==> config.mk <==
export PLATFORM = sky130hd
export DESIGN_NAME = sseg_x4_decoder_flat
export DESIGN_NICKNAME = d
export VERILOG_FILES = /design/src/rtl/sseg_x4_decoder_if.sv /design/src/rtl/sseg_x4_decoder.sv /design/src/flat_wrapper.sv
export SDC_FILE = /design/constraint.sdc
export NUM_CORES = 1
export LEC_CHECK = 0
export ABC_CLOCK_PERIOD_IN_PS = 5250
export CAP_MARGIN = 40
export CORE_AREA = 4 4 68 95
export CTS_CLUSTER_DIAMETER = 40
export DETAILED_ROUTE_END_ITERATION = 10
export DIE_AREA = 0 0 72 99
export PLACE_DENSITY = 0.8
export SYNTH_ARGS = -nofsm -noshare
export SYNTH_HDL_FRONTEND = slang
export SYNTH_SLANG_ARGS = --single-unit
==> constraint.sdc <==
create_clock -name clk -period 5.25 [get_ports clk]
set_clock_uncertainty 0.1 [all_clocks]
set_input_delay 1.05 -clock clk [delete_from_list [all_inputs] [get_ports clk]]
set_output_delay 1.05 -clock clk [all_outputs]
set_load 0.02 [all_outputs]
==> src/rtl/sseg_x4_decoder_if.sv <==
// Bus bundle between a multiplexed 4-digit 7-segment source and the decoder.
// The master drives the display pins and observes the decoded results; the
// slave is the decoder itself.
interface sseg_x4_decoder_if;
  logic [6:0] sseg_ca;      // {g,f,e,d,c,b,a}, active low
  logic [3:0] sseg_an;      // bit N selects digit N, active low
  logic [3:0] bcd0;
  logic [3:0] bcd1;
  logic [3:0] bcd2;
  logic [3:0] bcd3;
  logic       frame_valid;
  logic       an_err;
  logic       seg_err;
  logic [7:0] err_count;

  modport master (
    output sseg_ca,
    output sseg_an,
    input  bcd0,
    input  bcd1,
    input  bcd2,
    input  bcd3,
    input  frame_valid,
    input  an_err,
    input  seg_err,
    input  err_count
  );

  modport slave (
    input  sseg_ca,
    input  sseg_an,
    output bcd0,
    output bcd1,
    output bcd2,
    output bcd3,
    output frame_valid,
    output an_err,
    output seg_err,
    output err_count
  );
endinterface

==> src/rtl/sseg_x4_decoder.sv <==
// Receive-side decoder for a 4-digit multiplexed common-anode 7-segment bus.
// Synchronizes the pins, waits for a stable pattern, classifies it and
// rebuilds the four BCD digits, pulsing frame_valid once all four are seen.
module sseg_x4_decoder #(
  parameter int unsigned STABLE_CYCLES = 4
) (
  input logic              clk,
  input logic              rst_n,
  sseg_x4_decoder_if.slave bus
);

  localparam logic [7:0] CntMax = 8'(STABLE_CYCLES - 1);

  logic [3:0] an_meta_q, an_sync_q, an_prev_q;
  logic [6:0] ca_meta_q, ca_sync_q, ca_prev_q;
  logic [7:0] cnt_q, cnt_d;
  logic       fired_q, fired_d;
  logic       capture;

  logic [3:0][3:0] bcd_q, bcd_d;
  logic [3:0]      seen_q, seen_d;
  logic            frame_valid_q, frame_valid_d;
  logic            an_err_q, an_err_d;
  logic            seg_err_q, seg_err_d;
  logic [7:0]      err_count_q, err_count_d;

  logic [3:0] an_sel;
  logic       an_idle, an_multi;
  logic [1:0] digit_idx;
  logic       seg_ok;
  logic [3:0] seg_val;

  // Two-flop synchronizers plus a one-cycle history for change detection.
  // Idle bus (all ones) is the reset value so nothing looks like a change.
  always_ff @(posedge clk or negedge rst_n) begin
    if (!rst_n) begin
      an_meta_q <= '1;
      an_sync_q <= '1;
      an_prev_q <= '1;
      ca_meta_q <= '1;
      ca_sync_q <= '1;
      ca_prev_q <= '1;
    end else begin
      an_meta_q <= bus.sseg_an;
      an_sync_q <= an_meta_q;
      an_prev_q <= an_sync_q;
      ca_meta_q <= bus.sseg_ca;
      ca_sync_q <= ca_meta_q;
      ca_prev_q <= ca_sync_q;
    end
  end

  // Stability filter: count unchanged cycles, fire a single capture per run.
  always_comb begin
    cnt_d   = cnt_q;
    fired_d = fired_q;
    capture = 1'b0;
    if ({an_sync_q, ca_sync_q} != {an_prev_q, ca_prev_q}) begin
      cnt_d   = '0;
      fired_d = 1'b0;
    end else if (cnt_q == CntMax) begin
      if (!fired_q) begin
        capture = 1'b1;
        fired_d = 1'b1;
      end
    end else begin
      cnt_d = cnt_q + 8'd1;
    end
  end

  // Anode classification: idle, exactly one digit selected, or several.
  always_comb begin
    an_sel    = ~an_sync_q;
    an_idle   = (an_sel == 4'b0000);
    an_multi  = |(an_sel & (an_sel - 4'd1));
    digit_idx = 2'd0;
    unique case (an_sel)
      4'b0001: digit_idx = 2'd0;
      4'b0010: digit_idx = 2'd1;
      4'b0100: digit_idx = 2'd2;
      4'b1000: digit_idx = 2'd3;
      default: digit_idx = 2'd0;
    endcase
  end

  // Segment decode table; 7F is a blanked digit reported as F.
  always_comb begin
    seg_ok  = 1'b1;
    seg_val = 4'h0;
    case (ca_sync_q)
      7'h40:   seg_val = 4'h0;
      7'h79:   seg_val = 4'h1;
      7'h24:   seg_val = 4'h2;
      7'h30:   seg_val = 4'h3;
      7'h19:   seg_val = 4'h4;
      7'h12:   seg_val = 4'h5;
      7'h02:   seg_val = 4'h6;
      7'h78:   seg_val = 4'h7;
      7'h00:   seg_val = 4'h8;
      7'h10:   seg_val = 4'h9;
      7'h7F:   seg_val = 4'hF;
      default: seg_ok  = 1'b0;
    endcase
  end

  // Digit update, frame tracking and error accounting.
  always_comb begin
    bcd_d         = bcd_q;
    // A full frame clears progress, but a capture on the same edge survives.
    seen_d        = (seen_q == 4'b1111) ? 4'b0000 : seen_q;
    frame_valid_d = (seen_q == 4'b1111);
    an_err_d      = 1'b0;
    seg_err_d     = 1'b0;
    if (capture && !an_idle) begin
      if (an_multi) begin
        an_err_d = 1'b1;
      end else if (seg_ok) begin
        bcd_d[digit_idx]  = seg_val;
        seen_d[digit_idx] = 1'b1;
      end else begin
        seg_err_d = 1'b1;
      end
    end
    err_count_d = err_count_q;
    if ((an_err_d || seg_err_d) && (err_count_q != 8'hFF)) begin
      err_count_d = err_count_q + 8'd1;
    end
  end

  // State and output registers.
  always_ff @(posedge clk or negedge rst_n) begin
    if (!rst_n) begin
      cnt_q         <= '0;
      fired_q       <= 1'b0;
      bcd_q         <= '0;
      seen_q        <= '0;
      frame_valid_q <= 1'b0;
      an_err_q      <= 1'b0;
      seg_err_q     <= 1'b0;
      err_count_q   <= '0;
    end else begin
      cnt_q         <= cnt_d;
      fired_q       <= fired_d;
      bcd_q         <= bcd_d;
      seen_q        <= seen_d;
      frame_valid_q <= frame_valid_d;
      an_err_q      <= an_err_d;
      seg_err_q     <= seg_err_d;
      err_count_q   <= err_count_d;
    end
  end

  assign bus.bcd0        = bcd_q[0];
  assign bus.bcd1        = bcd_q[1];
  assign bus.bcd2        = bcd_q[2];
  assign bus.bcd3        = bcd_q[3];
  assign bus.frame_valid = frame_valid_q;
  assign bus.an_err      = an_err_q;
  assign bus.seg_err     = seg_err_q;
  assign bus.err_count   = err_count_q;

endmodule

==> src/flat_wrapper.sv <==
// flat-port wrapper written by rule: the top's interface ports become plain ports
module sseg_x4_decoder_flat 
#(
  parameter int unsigned STABLE_CYCLES = 4
)
  (clk, rst_n, bus_sseg_ca, bus_sseg_an, bus_bcd0, bus_bcd1, bus_bcd2, bus_bcd3, bus_frame_valid, bus_an_err, bus_seg_err, bus_err_count);
  sseg_x4_decoder_if bus_i ();
  input logic clk;
  input logic rst_n;
  input wire logic [$bits(bus_i.sseg_ca)-1:0] bus_sseg_ca;
  input wire logic [$bits(bus_i.sseg_an)-1:0] bus_sseg_an;
  output wire logic [$bits(bus_i.bcd0)-1:0] bus_bcd0;
  output wire logic [$bits(bus_i.bcd1)-1:0] bus_bcd1;
  output wire logic [$bits(bus_i.bcd2)-1:0] bus_bcd2;
  output wire logic [$bits(bus_i.bcd3)-1:0] bus_bcd3;
  output wire logic [$bits(bus_i.frame_valid)-1:0] bus_frame_valid;
  output wire logic [$bits(bus_i.an_err)-1:0] bus_an_err;
  output wire logic [$bits(bus_i.seg_err)-1:0] bus_seg_err;
  output wire logic [$bits(bus_i.err_count)-1:0] bus_err_count;
  assign bus_i.sseg_ca = bus_sseg_ca;
  assign bus_i.sseg_an = bus_sseg_an;
  assign bus_bcd0 = bus_i.bcd0;
  assign bus_bcd1 = bus_i.bcd1;
  assign bus_bcd2 = bus_i.bcd2;
  assign bus_bcd3 = bus_i.bcd3;
  assign bus_frame_valid = bus_i.frame_valid;
  assign bus_an_err = bus_i.an_err;
  assign bus_seg_err = bus_i.seg_err;
  assign bus_err_count = bus_i.err_count;
  sseg_x4_decoder #(.STABLE_CYCLES(STABLE_CYCLES)) u_core (.clk(clk), .rst_n(rst_n), .bus(bus_i));
endmodule
# Yosys cells after proc, flatten, opt, wreduce, memory -nomap -nowiden

Index checks and enable logic that the tools add are counted.

Register bits after elaboration: 73
Input bits: 13
Output and inout bits: 27
Logic and storage cells: 79

Add/sub/neg operators: 3
Order comparisons: 2
Equal/unequal tests: 18
Mux-type cells: 24
Bitwise logic cells: 4
Reduce and logical (&&, ||, !) cells: 11

Operators by type and width:

| cell                  | count |
|---|---|
| $pmux W4 S10          | 1 |
| $eq A7 B7 Y1 const B  | 4 |
| $eq A7 B5 Y1 const B  | 3 |
| $mux W4               | 5 |
| $add A8 B1 Y8 const B | 2 |
| $bwmux W16            | 1 |
| $mux W8               | 2 |
| $eq A7 B6 Y1 const B  | 2 |
| $mux W1               | 12 |
| $ne A11 B11 Y1        | 1 |
| $reduce_or A11 Y1     | 1 |
| $demux W4 S2          | 1 |
| $eq A4 B4 Y1 const B  | 2 |
| $eq A8 B2 Y1 const B  | 1 |
| $ne A8 B8 Y1 const B  | 1 |
| $eq A7 B2 Y1 const B  | 1 |
| $logic_not A7 Y1      | 1 |
| $pmux W2 S3           | 1 |
| $and A4 B4 Y4         | 1 |
| $eq A4 B2 Y1 const B  | 1 |
| $eq A4 B3 Y1 const B  | 1 |
| $logic_not A4 Y1      | 1 |
| $not A4 Y4            | 1 |
| $or A4 B4 Y4          | 1 |
| 12 further kinds      | 14 |

# Longest topological paths before layout

Gate-level depths: netlist (run 1).

Depth in word-level cells: 11
Gate-level depth with buffers: 7
Mapped depth without buffers: 5

# Worst setup path after synthesis (run 1)

OpenSTA, ideal clock, no wires.

Path type: flip-flop to flip-flop
Start: reg u_core.ca_sync_q[1]
End: reg u_core.err_count_q[6] (netlist: u_core.bus.err_count[6])
Library setup time: 0.128 ns
Data arrival time: 1.893 ns
Data required time: 5.022 ns
Slack: 3.129 ns
Cell stages (with the launch flop): 7
Buffers on the path: 1
Period minus slack after synthesis: 2.121 ns
Cells stage by stage: dfstp_2 -> buf_2 -> nor4bb_2 -> o31ai_2 -> a31oi_4 -> nor4b_2 -> mux2_1

Word-level cells in the longest chain between the ends: 8
Elaborated cells between the ends (all ways): 22
Classes of those cells: 11 x eq/ne; 6 x mux; 5 x reduce/logical

RTL lines:

| element                              | RTL line               | RTL |
|---|---|---|
| start: declaration                   | sseg_x4_decoder.sv:15  | `logic [6:0] ca_meta_q, ca_sync_q, ca_prev_q;` |
| start signal: assignment             | sseg_x4_decoder.sv:48  | `ca_sync_q <= ca_meta_q;` |
| $eq A7 B7 Y1 (tied with other cells) | sseg_x4_decoder.sv:90  | `case (ca_sync_q)` |
| $reduce_or A11 Y1 (no source line)   | --                     |  |
| $mux W1                              | sseg_x4_decoder.sv:90  |  |
| $mux W1                              | sseg_x4_decoder.sv:117 | `end else if (seg_ok) begin` |
| $mux W1                              | sseg_x4_decoder.sv:115 | `if (an_multi) begin` |
| $mux W1                              | sseg_x4_decoder.sv:114 | `if (capture && !an_idle) begin` |
| $logic_or A1 B1 Y1 *                 | sseg_x4_decoder.sv:125 | `if ((an_err_d \|\| seg_err_d) && (err_count_q != 8'hFF)) begin` |
| $logic_and A1 B1 Y1 *                | sseg_x4_decoder.sv:125 |  |
| end signal: assignment               | sseg_x4_decoder.sv:149 | `err_count_q <= err_count_d;` |
| end: declaration                     | sseg_x4_decoder.sv:25  | `logic [7:0] err_count_q, err_count_d;` |

Mark *: on every way between the ends. The rest lies on a longest branch, timed or not.
A chain may end at the register's enable or synchronous reset.

# Worst setup path after layout (run 1)

Start: reg u_core.err_count_q[0] (netlist: u_core.bus.err_count[0])
End: out bus_err_count[0]

RTL lines:

| element          | RTL line           | RTL |
|---|---|---|
| end: declaration | flat_wrapper.sv:19 | `output wire logic [$bits(bus_i.err_count)-1:0] bus_err_count;` |

No word-level cell between the ends.

==> results of run 1 <==
power breakdown:
| group | switching [mW] | internal (mW) |
|---|---|---|
| Clock | 0.202 | 0.315 |
| Combinational | 0.0231 | 0.0183 |
| Sequential | 0.0159 | 0.586 |
layout by cell type (no fill, tap or decap), types with 3 or more instances in the layout:
cell / synthesis / final
mux2_2: 8 / 8
nand3_1: 11 / 11
xor2_1: 20 / 20
mux2_1: 11 / 11
nor3_1: 5 / 5
inv_1: 3 / 3
and3_1: 4 / 4
dfrtp_1: 40 / 40
nand2_1: 15 / 15
nor4b_2: 3 / 3
clkdlybuf4s50_1: 0 / 38
dfstp_2: 33 / 33
bufinv_16: 0 / 3
a21oi_1: 4 / 4
nor3b_1: 5 / 5
clkbuf_8: 0 / 9
nor2_1: 13 / 13
nand3_2: 4 / 4
and4b_1: 3 / 3
routing by layer:
metal | part of all wire | track usage | up-vias
li1 | - | - | 898
met1 | 0.40 | 0.209 | 923
met2 | 0.54 | 0.300 | 44
met3 | 0.041 | 0.0500 | 9
met4 | 0.022 | 0.0724 | 0
met5 | 0 | 0 | -
final cells by class:
type                            count  area [um^2]
Timing Repair Buffer               40          393
Inverter                            3         11.3
Fill cell                         417         1770
Sequential cell                    73         1870
Clock inverter                      7          119
Clock buffer                        9          124
Tap cell                           68         85.1
Multi-Input combinational cell    145         1160
worst min path at each step:
stage,from,to,slack [ns],depth (start not counted)
after floorplan,u_core.an_meta_q[0],u_core.an_sync_q[0],0.25,0
after global placement,u_core.an_meta_q[3],u_core.an_sync_q[3],0.25,0
after detailed placement,u_core.an_meta_q[1],u_core.an_sync_q[1],0.25,0
after CTS,u_core.ca_meta_q[2],u_core.ca_sync_q[2],0.26,0
after global routing,u_core.an_meta_q[2],u_core.an_sync_q[2],0.26,0
final,u_core.ca_meta_q[6],u_core.ca_sync_q[6],0.26,0
through the flow:
stage / std cells / setup slack [ns] / util / hold WS, ns
after floorplan: 230 / 3.13 / - / 0.245
after global placement: 329 / 2.83 / 0.636 / 0.245
after detailed placement: 329 / 2.74 / 0.636 / 0.247
after CTS: 345 / 2.67 / 0.680 / 0.259
after global routing: 345 / 2.55 / 0.680 / 0.256
final: 345 / 2.69 / 0.680 / 0.257
flip-flops by register name, summed over array words and instances, names as in the netlist, 7 cells and up:
name,flops
u_core.ca_meta_q,7
u_core.bus.err_count,8
u_core.ca_prev_q,7
u_core.ca_sync_q,7
u_core.cnt_q,8
kinds of logic (layout without fill, tap and decap cells):
| kind of cell | count (synthesis) | after routing | synth area share |
|---|---|---|---|
| compound gates | 16 | 16 | 0.0434 |
| xor+xnor | 22 | 22 | 0.0619 |
| fa+ha+maj | 3 | 3 | 0.0112 |
| buf+inv | 12 | 59 | 0.0281 |
| flops | 73 | 73 | 0.600 |
| mux | 21 | 21 | 0.0767 |
| simple gates | 83 | 83 | 0.179 |
==> results.md, run 1 <==
- Status: completed
- Total GRT Usage: 0.177
- Routed via count: 1874
- PortBufs: 39
- First-pass GRT wire length: 9.56 mm
- Crit-path max cell delay: 0.64 ns
- PwrDens: 309 nW/um^2
- Diode count: 0
- Most frequent cells after synthesis: dfrtp_1 (40), dfstp_2 (33), xor2_1 (20)
- Residual DRC: 0
- Share of post-route cells with drive strength above 1: 0.278
- IO Pins: 40
- Die area: 7130 um^2
- Max Slew Vio Count: 0
- Crit end category: output pin
- Setup CP Type: reg2out
- Mapped Cells: 230
- Synth top area share: 0.321
- Num CTS Buffers: 9
- Post-synthesis area per instance: 13.5 um^2
- CP cell instances: clkdlybuf4s50_1
- Nets@finish: 287
- Crit path from: u_core.bus.err_count[0]
- CTS tree: done
- Async S/R FF share, synth: 1.00
- CP arrival: 1.41 ns
- Pre-Repair DR Iteration Count: 4
- Slew margin rel.: 0.432
- Worst skew pair latency: ~0.34 ns
- Cell taking the most area after synthesis: dfrtp_1
- CTS max path bufs: 2
- Final hold vios: 0
- H-tree levels: 3
- Syn_nets: ~250
- Placed Area: 3520 um^2
- CP required: roughly 4.1 ns
- Worst-Margin Slew: roughly 0.84 ns
- Register area share after synthesis: 0.600
- Worst path top cell family by delay: buffers and inverters
- Via density: 5.43
- Setup violations, final: 0
- Die Wd: around 72 um
- RePlAce Congestion: 0.842
- Crit share post-route: 0.488
- Initial core utilization: 0.564
- Total Wirelength: approximately 5.6 mm
- Post-route minimum period: 2.56 ns
- Total gr overflow: 0
- DRT iter0 DRCs: 100
- Vias in the first global route: 1957
- CP max FO: 5
- Most frequent cell after synthesis: dfrtp_1
- Post-synth EDFFs: 0
- Main synth FF type: dfrtp_1
- RSZ-0062 raised after global routing: false
- CP Capture Point: bus_err_count[0]
- Chip height: 99 um
- Yosys synthesis warning count: 0
- Largest net degree at the start of global routing: 44
- Final TNS setup: 0 ns
- Setup Buffers After CTS: 0
- Max-cap violations: 0
- Cell depth of the worst setup path: 1
- RR Endpoint: u_core.bus.err_count[1]
- #FFs+latches synth: 73
- Dpl hpwl: 4.05 mm
- Clock edge transition at the registers on the reported setup and hold paths: 0.07 ns
- Hold Crit Class: reg2reg
- Worst Setup Start Kind: flip-flop
- CTS Hold Buffers Added: 0
- Clock sink count: 73
- Pleak: 1.62 nW
- Antenna Nets Post-Route: 0
- P&R area growth vs syn: 20.7%
- R2R cell count: 5
- DR WL/cell: 16.2 um
- Post-CTS sizing: 0
- Design Area, Final: 3760 um^2
- Core region area: 5530 um^2
- CTS Root Cell: clkbuf_8
- Distinct cells, synth: 48
- Initial antenna violation count: 0
- Crit path buf inv count: 1
- Number of cell rows: 32
- Pwr Total: 1.16 mW
- Netlist Area Pre-Place: between 3000 and 4000 um^2
- Peak supply drop: 0.247 mV
- R2R Setup Slk: roughly 2.7 ns
- Leading post-synthesis cells by cell area: dfrtp_1 (32%), dfstp_2 (28%), xor2_1 (5.6%)
- Fmax: 390 MHz
- Slowest stage cell, crit path: clkdlybuf4s50_1
- Worst r2r src: u_core.ca_sync_q[2]
Note: power is estimated with default switching activity, not from simulation.
==> run 2: changes to the inputs <==
ABC_CLOCK_PERIOD_IN_PS = 2100   (was 5250)
CORE_AREA = 4 4 73 102   (was 4 4 68 95)
DIE_AREA = 0 0 77 106   (was 0 0 72 99)
PLACE_DENSITY = 0.73   (was 0.8)
clock period = 2.1 ns   (was 5.25 ns; I/O delays follow)
==> run 2 against run 1 <==
Against the previous run:
- the run now ends with negative setup slack left
- power grew 150%
- combinational power grew to 4.3 times the previous value
- clock power increased by 130%
- largest power group unchanged
- highest routed layer unchanged
==> results.md, run 2 (synthesis gave the netlist of run 1 again) <==
- Status: complete, but fails checks
- Failing checks: negative setup slack
- Setup CP Type: reg2reg
- # fillers: 467
- Initial antenna violation count: 0
- R2R cell count: 7
- Worst skew pair latency: 0.34 ns
- Num CTS Buffers: 9
- R2R Setup Slk: -0.13 ns
- Core region area: 6530 um^2
- Total GRT Usage: 0.161
- Worst-Margin Slew: a little under 0.5 ns
- Residual DRC: 0
- Min-Delay Path Depth: 0
- H-tree levels: 3
- Die Wd: approximately 77 um
- Area of the multi-input gates: 1290 um^2
- Crit end category: flip-flop
- Most common cell after layout, fill and taps aside: buf_4
- Clock edge transition at the registers on the reported setup and hold paths: about 0.070 ns
- Hold Crit Class: reg2reg
- RSZ-0062 raised after global routing: true
- CTS max path bufs: 2
- Antenna Nets Post-Route: 0
- CP arrival: 2.35 ns
- Commonest non-fill, non-tap cells in the layout: buf_4 (43), dfrtp_1 (40), clkdlybuf4s50_1 (38), dfstp_2 (33), xor2_1 (20)
- Final TNS setup: -2.10 ns
- Largest net degree at the start of global routing: between 70 and 80
- Fin util: 0.658
- Crit-path max cell delay: 0.64 ns
- CP required: approximately 2.2 ns
- Design Area, Final: about 4300 um^2
- Dpl hpwl: a little over 4 mm
- PwrDens: 662 nW/um^2
- First-pass GRT wire length: 10.3 mm
- Peak supply drop: 0.662 mV
- DRT iter0 DRCs: 99
- GR Util met2: 0.296
- Diode count: 0
- Crit path buf inv count: 2
- Fmax: between 400 and 500 MHz
- Setup slack at placement: -0.198 ns
- Placed Area: 3830 um^2
- Pleak: 1.91 nW
- CTS Root Cell: clkbuf_8
- Max-cap violations: 0
- Initial core utilization: 0.477
- Pre-Repair DR Iteration Count: 4
- Worst path top cell family by delay: flip-flops
- Share of post-route cells with drive strength above 1: 0.443
- Worst Setup Start Kind: flip-flop
- Met1 Track Usage GR: 0.173
- Post-route minimum period: 2.23 ns
- Clock sink count: 73
- IO Pins: 40
- RR Endpoint: u_core.bus.bcd3[1]
- Number of cell rows: 35
- Vias in the first global route: 2220
- Hold Path Sink: u_core.an_sync_q[2]
- Worst hold start: u_core.an_meta_q[2]
- CTS tree: done
- RePlAce Congestion: 0.855
- Chip height: 106 um
- P&R area growth vs syn: 37.9%
- Max Slew Vio Count: 0
- Total Wirelength: 6.01 mm
- Setup violations, final: 26
- Slowest stage cell, crit path: dfstp_2
- Final hold vios: 0
- Nets@finish: approximately 340
- Total gr overflow: 0
- DR WL/cell: about 15 um
- Pwr Total: 2.84 mW
- Most Used Layer, Global Route: met2
- Routed via count: 2069
- Worst setup margin: -0.133 ns
- Die area: 8160 um^2
- CP max FO: 7
- Register area: 1870 um^2
- Met3 Use GR: 0.0297
- Crit share post-route: 1.06
- CP cell instances: nor4b_1 > a22oi_2 > buf_4 > nand3_1 > buf_6 > nand3_4 > mux2_4
- Worst r2r src: u_core.ca_sync_q[6]
- PortBufs: 39
- Via density: 5.16
- Slew margin rel.: 0.671
run 2: worst max path at each step:
stage	from	endpoint	slack, ns	cells past startpoint
finish	u_core.ca_sync_q[6]	u_core.bus.bcd3[1]	-0.13	7
global route	u_core.ca_sync_q[5]	u_core.bus.err_count[1]	-0.21	7
CTS	u_core.ca_sync_q[2]	u_core.bus.err_count[7]	-0.09	7
detailed placement	u_core.ca_sync_q[0]	u_core.bus.err_count[7]	-0.20	6
global placement	u_core.ca_sync_q[0]	u_core.bus.err_count[7]	-0.16	6
floorplan	u_core.ca_sync_q[5]	u_core.bus.err_count[7]	-0.006	6
run 2: timing repair:
item / 4_1_cts / 5_1_grt
hold buffers: 1 / 0
endpoints found under the setup margin: 24 / 29
endpoints found under the hold margin: 7 / 0
pin swaps: 8 / 9
buffers inserted: 10 / 2
gates resized for setup: 19 / 11
run 2: final cells by class:
| cell class | count | share of cell area |
|---|---|---|
| clock buffers | 9 | 0.0288 |
| multi-input cells | 145 | 0.301 |
| inverters | 3 | 0.00262 |
| flip-flops and latches | 73 | 0.435 |
| repair buffers | 90 | 0.190 |
| well taps | 74 | 0.0216 |
| clock inverters | 7 | 0.0216 |
run 2: routing by layer:
metal	routed length [um]	share of wire
met2	3360	0.56
met5	0	0
met3	184	0.031
met4	116	0.019
met1	2350	0.39
run 2: stage by stage:
step           hold WS [ns]  instances
2_1_floorplan        0.0244        230
3_3_place_gp          0.246        373
3_5_place_dp          0.247        373
4_1_cts               0.253        400
5_1_grt               0.258        401
6_report              0.251        401
run 2: worst register-to-register path, cell delays in order (launching register included):
cell and delay, ns:
dfstp_2 0.64, nor4b_1 0.35, a22oi_2 0.14, buf_4 0.16, nand3_1 0.10, buf_6 0.16
nand3_4 0.13, mux2_4 0.33
run 2: power breakdown:
part	switching (mW)	internal, mW	total [mW]
sequential	0.0285	1.46	1.49
combinational	0.0894	0.0910	0.180
clock	0.506	0.666	1.17
==> patch: new RTL, flow settings as in run 2 <==
Make the reset (`rst_n`) synchronous in 2 clocked blocks.
--- a/src/rtl/sseg_x4_decoder.sv
+++ b/src/rtl/sseg_x4_decoder.sv
@@ -32,7 +32,7 @@
 
   // Two-flop synchronizers plus a one-cycle history for change detection.
   // Idle bus (all ones) is the reset value so nothing looks like a change.
-  always_ff @(posedge clk or negedge rst_n) begin
+  always_ff @(posedge clk) begin
     if (!rst_n) begin
       an_meta_q <= '1;
       an_sync_q <= '1;
@@ -128,7 +128,7 @@
   end
 
   // State and output registers.
-  always_ff @(posedge clk or negedge rst_n) begin
+  always_ff @(posedge clk) begin
     if (!rst_n) begin
       cnt_q         <= '0;
       fired_q       <= 1'b0;
Formal check against the unedited RTL: differs if rst_n is asserted again (counterexample within 10 cycles, from zero or initial values and one cycle with rst_n low); with rst_n held inactive, the same outputs for 10 cycles.
==> patch against run 2 <==
Area after synthesis is 4.6% lower; final area is 5.3% lower; sequential cell count stayed put; worst hold slack better by 0.045 ns; wire length is 6.9% higher; total power is 4.0% lower; setup slack better by 0.17 ns; critical endpoint is now u_core.bus.err_count[4]; largest cell class is now multi-input combinational cells.
==> patch: results (changes against run 2) <==
| Metric | Value |
|---|---|
| Status | `complete, no violations (was complete, but fails checks)` |
| Detailed Routing Iterations Pass 1 | `5 (was 4)` |
| Met1 usage in global routing | `0.166 (was 0.173)` |
| Nets | `399 (was 337)` |
| WL final | `6420 um (was 6010 um)` |
| Met3 routed WL | `222 um (was 184 um)` |
| Worst Hold End | `u_core.an_sync_q[1] (was u_core.an_sync_q[2])` |
| Routability cong. | `0.873 (was 0.855)` |
| M3 GR Usage | `0.0424 (was 0.0297)` |
| Critical path fanouts, max | `3 (was 7)` |
| Leak | `0.00163 uW (was 0.00191 uW)` |
| Routed met2 length | `3520 um (was 3360 um)` |
| Dpl cells | `442 (was 373)` |
| Hold path cells | `1 (was 0)` |
| Post-synth top cells | `73 x dfxtp_1, 38 x nand2b_1, 30 x nand2_1 (was 40 x dfrtp_1, 33 x dfstp_2, 20 x xor2_1)` |
| Power Internal | `2100 uW (was 2220 uW)` |
| Fill cells | `532 (was 467)` |
| Average cell area after synthesis | `9.61 sq um (was 13.5 sq um)` |
| Leading post-synthesis cells by cell area | `dfxtp_1 49%, nand2b_1 8.0%, mux2i_1 6.7% (was dfrtp_1 32%, dfstp_2 28%, xor2_1 5.6%)` |
| Worst Path Arrival | `2.25 ns (was 2.35 ns)` |
| Cell Area, Placed | `0.00369 sq mm (was 0.00383 sq mm)` |
| Worst hold start | `u_core.an_meta_q[1] (was u_core.an_meta_q[2])` |
| Fin crit share | `0.981 (was 1.06)` |
| Vias in the first global route | `2450 (was 2220)` |
| Layout cells sized above 1 | `0.254 (was 0.443)` |
| Post-Route M1 WL | `2490 um (was 2350 um)` |
| HP Class | `flop to flop (unchanged)` |
| Slowest cell on crit path | `or4_4 (was dfstp_2)` |
| Post-synthesis net count | `324 (was 245)` |
| Pin count of the biggest net entering global routing | `35 (was 74)` |
| Maximum VDD drop | `0.437 mV (was 0.662 mV)` |
| Drt via density | `5.31 (was 5.16)` |
| Post-DR wirelength/cell | `13.9 um (was 15.0 um)` |
| Initial DRC Count | `62 (was 99)` |
| Top delay family on crit path | `simple AND/OR/NAND/NOR gates (was flip-flops)` |
| Reg-to-reg slack, setup | `0.04 ns (was -0.13 ns)` |
patch: cell count changes in the layout (fill, tap and decap cells not counted), sizes merged, moves of 8 or more:
cell    delta
xnor2     +12
nand4     +10
buf        -8
dfxtp     +73
nand2b    +36
mux2      -20
xor2      -15
mux2i     +19
nand2     +15
dfstp     -33
dfrtp     -40
patch: power by group through the flow:
stage	combinational [uW]	sequential [uW]	clock, uW
after floorplan	127	1450	0
after global placement	198	1460	0
after detailed placement	202	1460	0
after CTS	203	1430	1110
after global routing	247	1430	1160
final	222	1430	1080
patch: logic make-up (layout without fill, tap and decap cells):
logic type | Yosys count | count (layout) | synth area share
adder cells (fa/ha/maj) | 3 | 3 | 0.0118
flip-flops | 73 | 73 | 0.492
AND/OR/NAND/NOR | 146 | 146 | 0.286
XOR/XNOR | 19 | 19 | 0.0560
buffers and inverters | 18 | 98 | 0.0227
AO/OA/AOI/OAI | 30 | 30 | 0.0644
multiplexers | 20 | 20 | 0.0674
patch: final cells by class:
cell class	count	area, sq um	area share
flip-flops and latches	73	1480	0.363
well taps	74	92.6	0.0228
repair buffers	81	704	0.173
multi-input cells	218	1590	0.392
clock inverters	5	55.1	0.0135
clock buffers	11	141	0.0348
inverters	1	3.75	0.000923
patch: metrics by stage:
step / TNS, ns / utilization / total power, uW
floorplan: -0.0793 / - / 1580
global placement: -0.0364 / 0.565 / 1660
detailed placement: -0.130 / 0.565 / 1660
CTS: -0.0388 / 0.599 / 2740
global route: -0.104 / 0.623 / 2840
finish: 0 / 0.623 / 2730
patch: timing repair:
item                       in CTS  in global routing
buffers inserted                2                  3
gates resized for setup         4                 30
setup endpoints to repair       5                 17
pin swaps                       7                  8
hold buffers                    0                  0
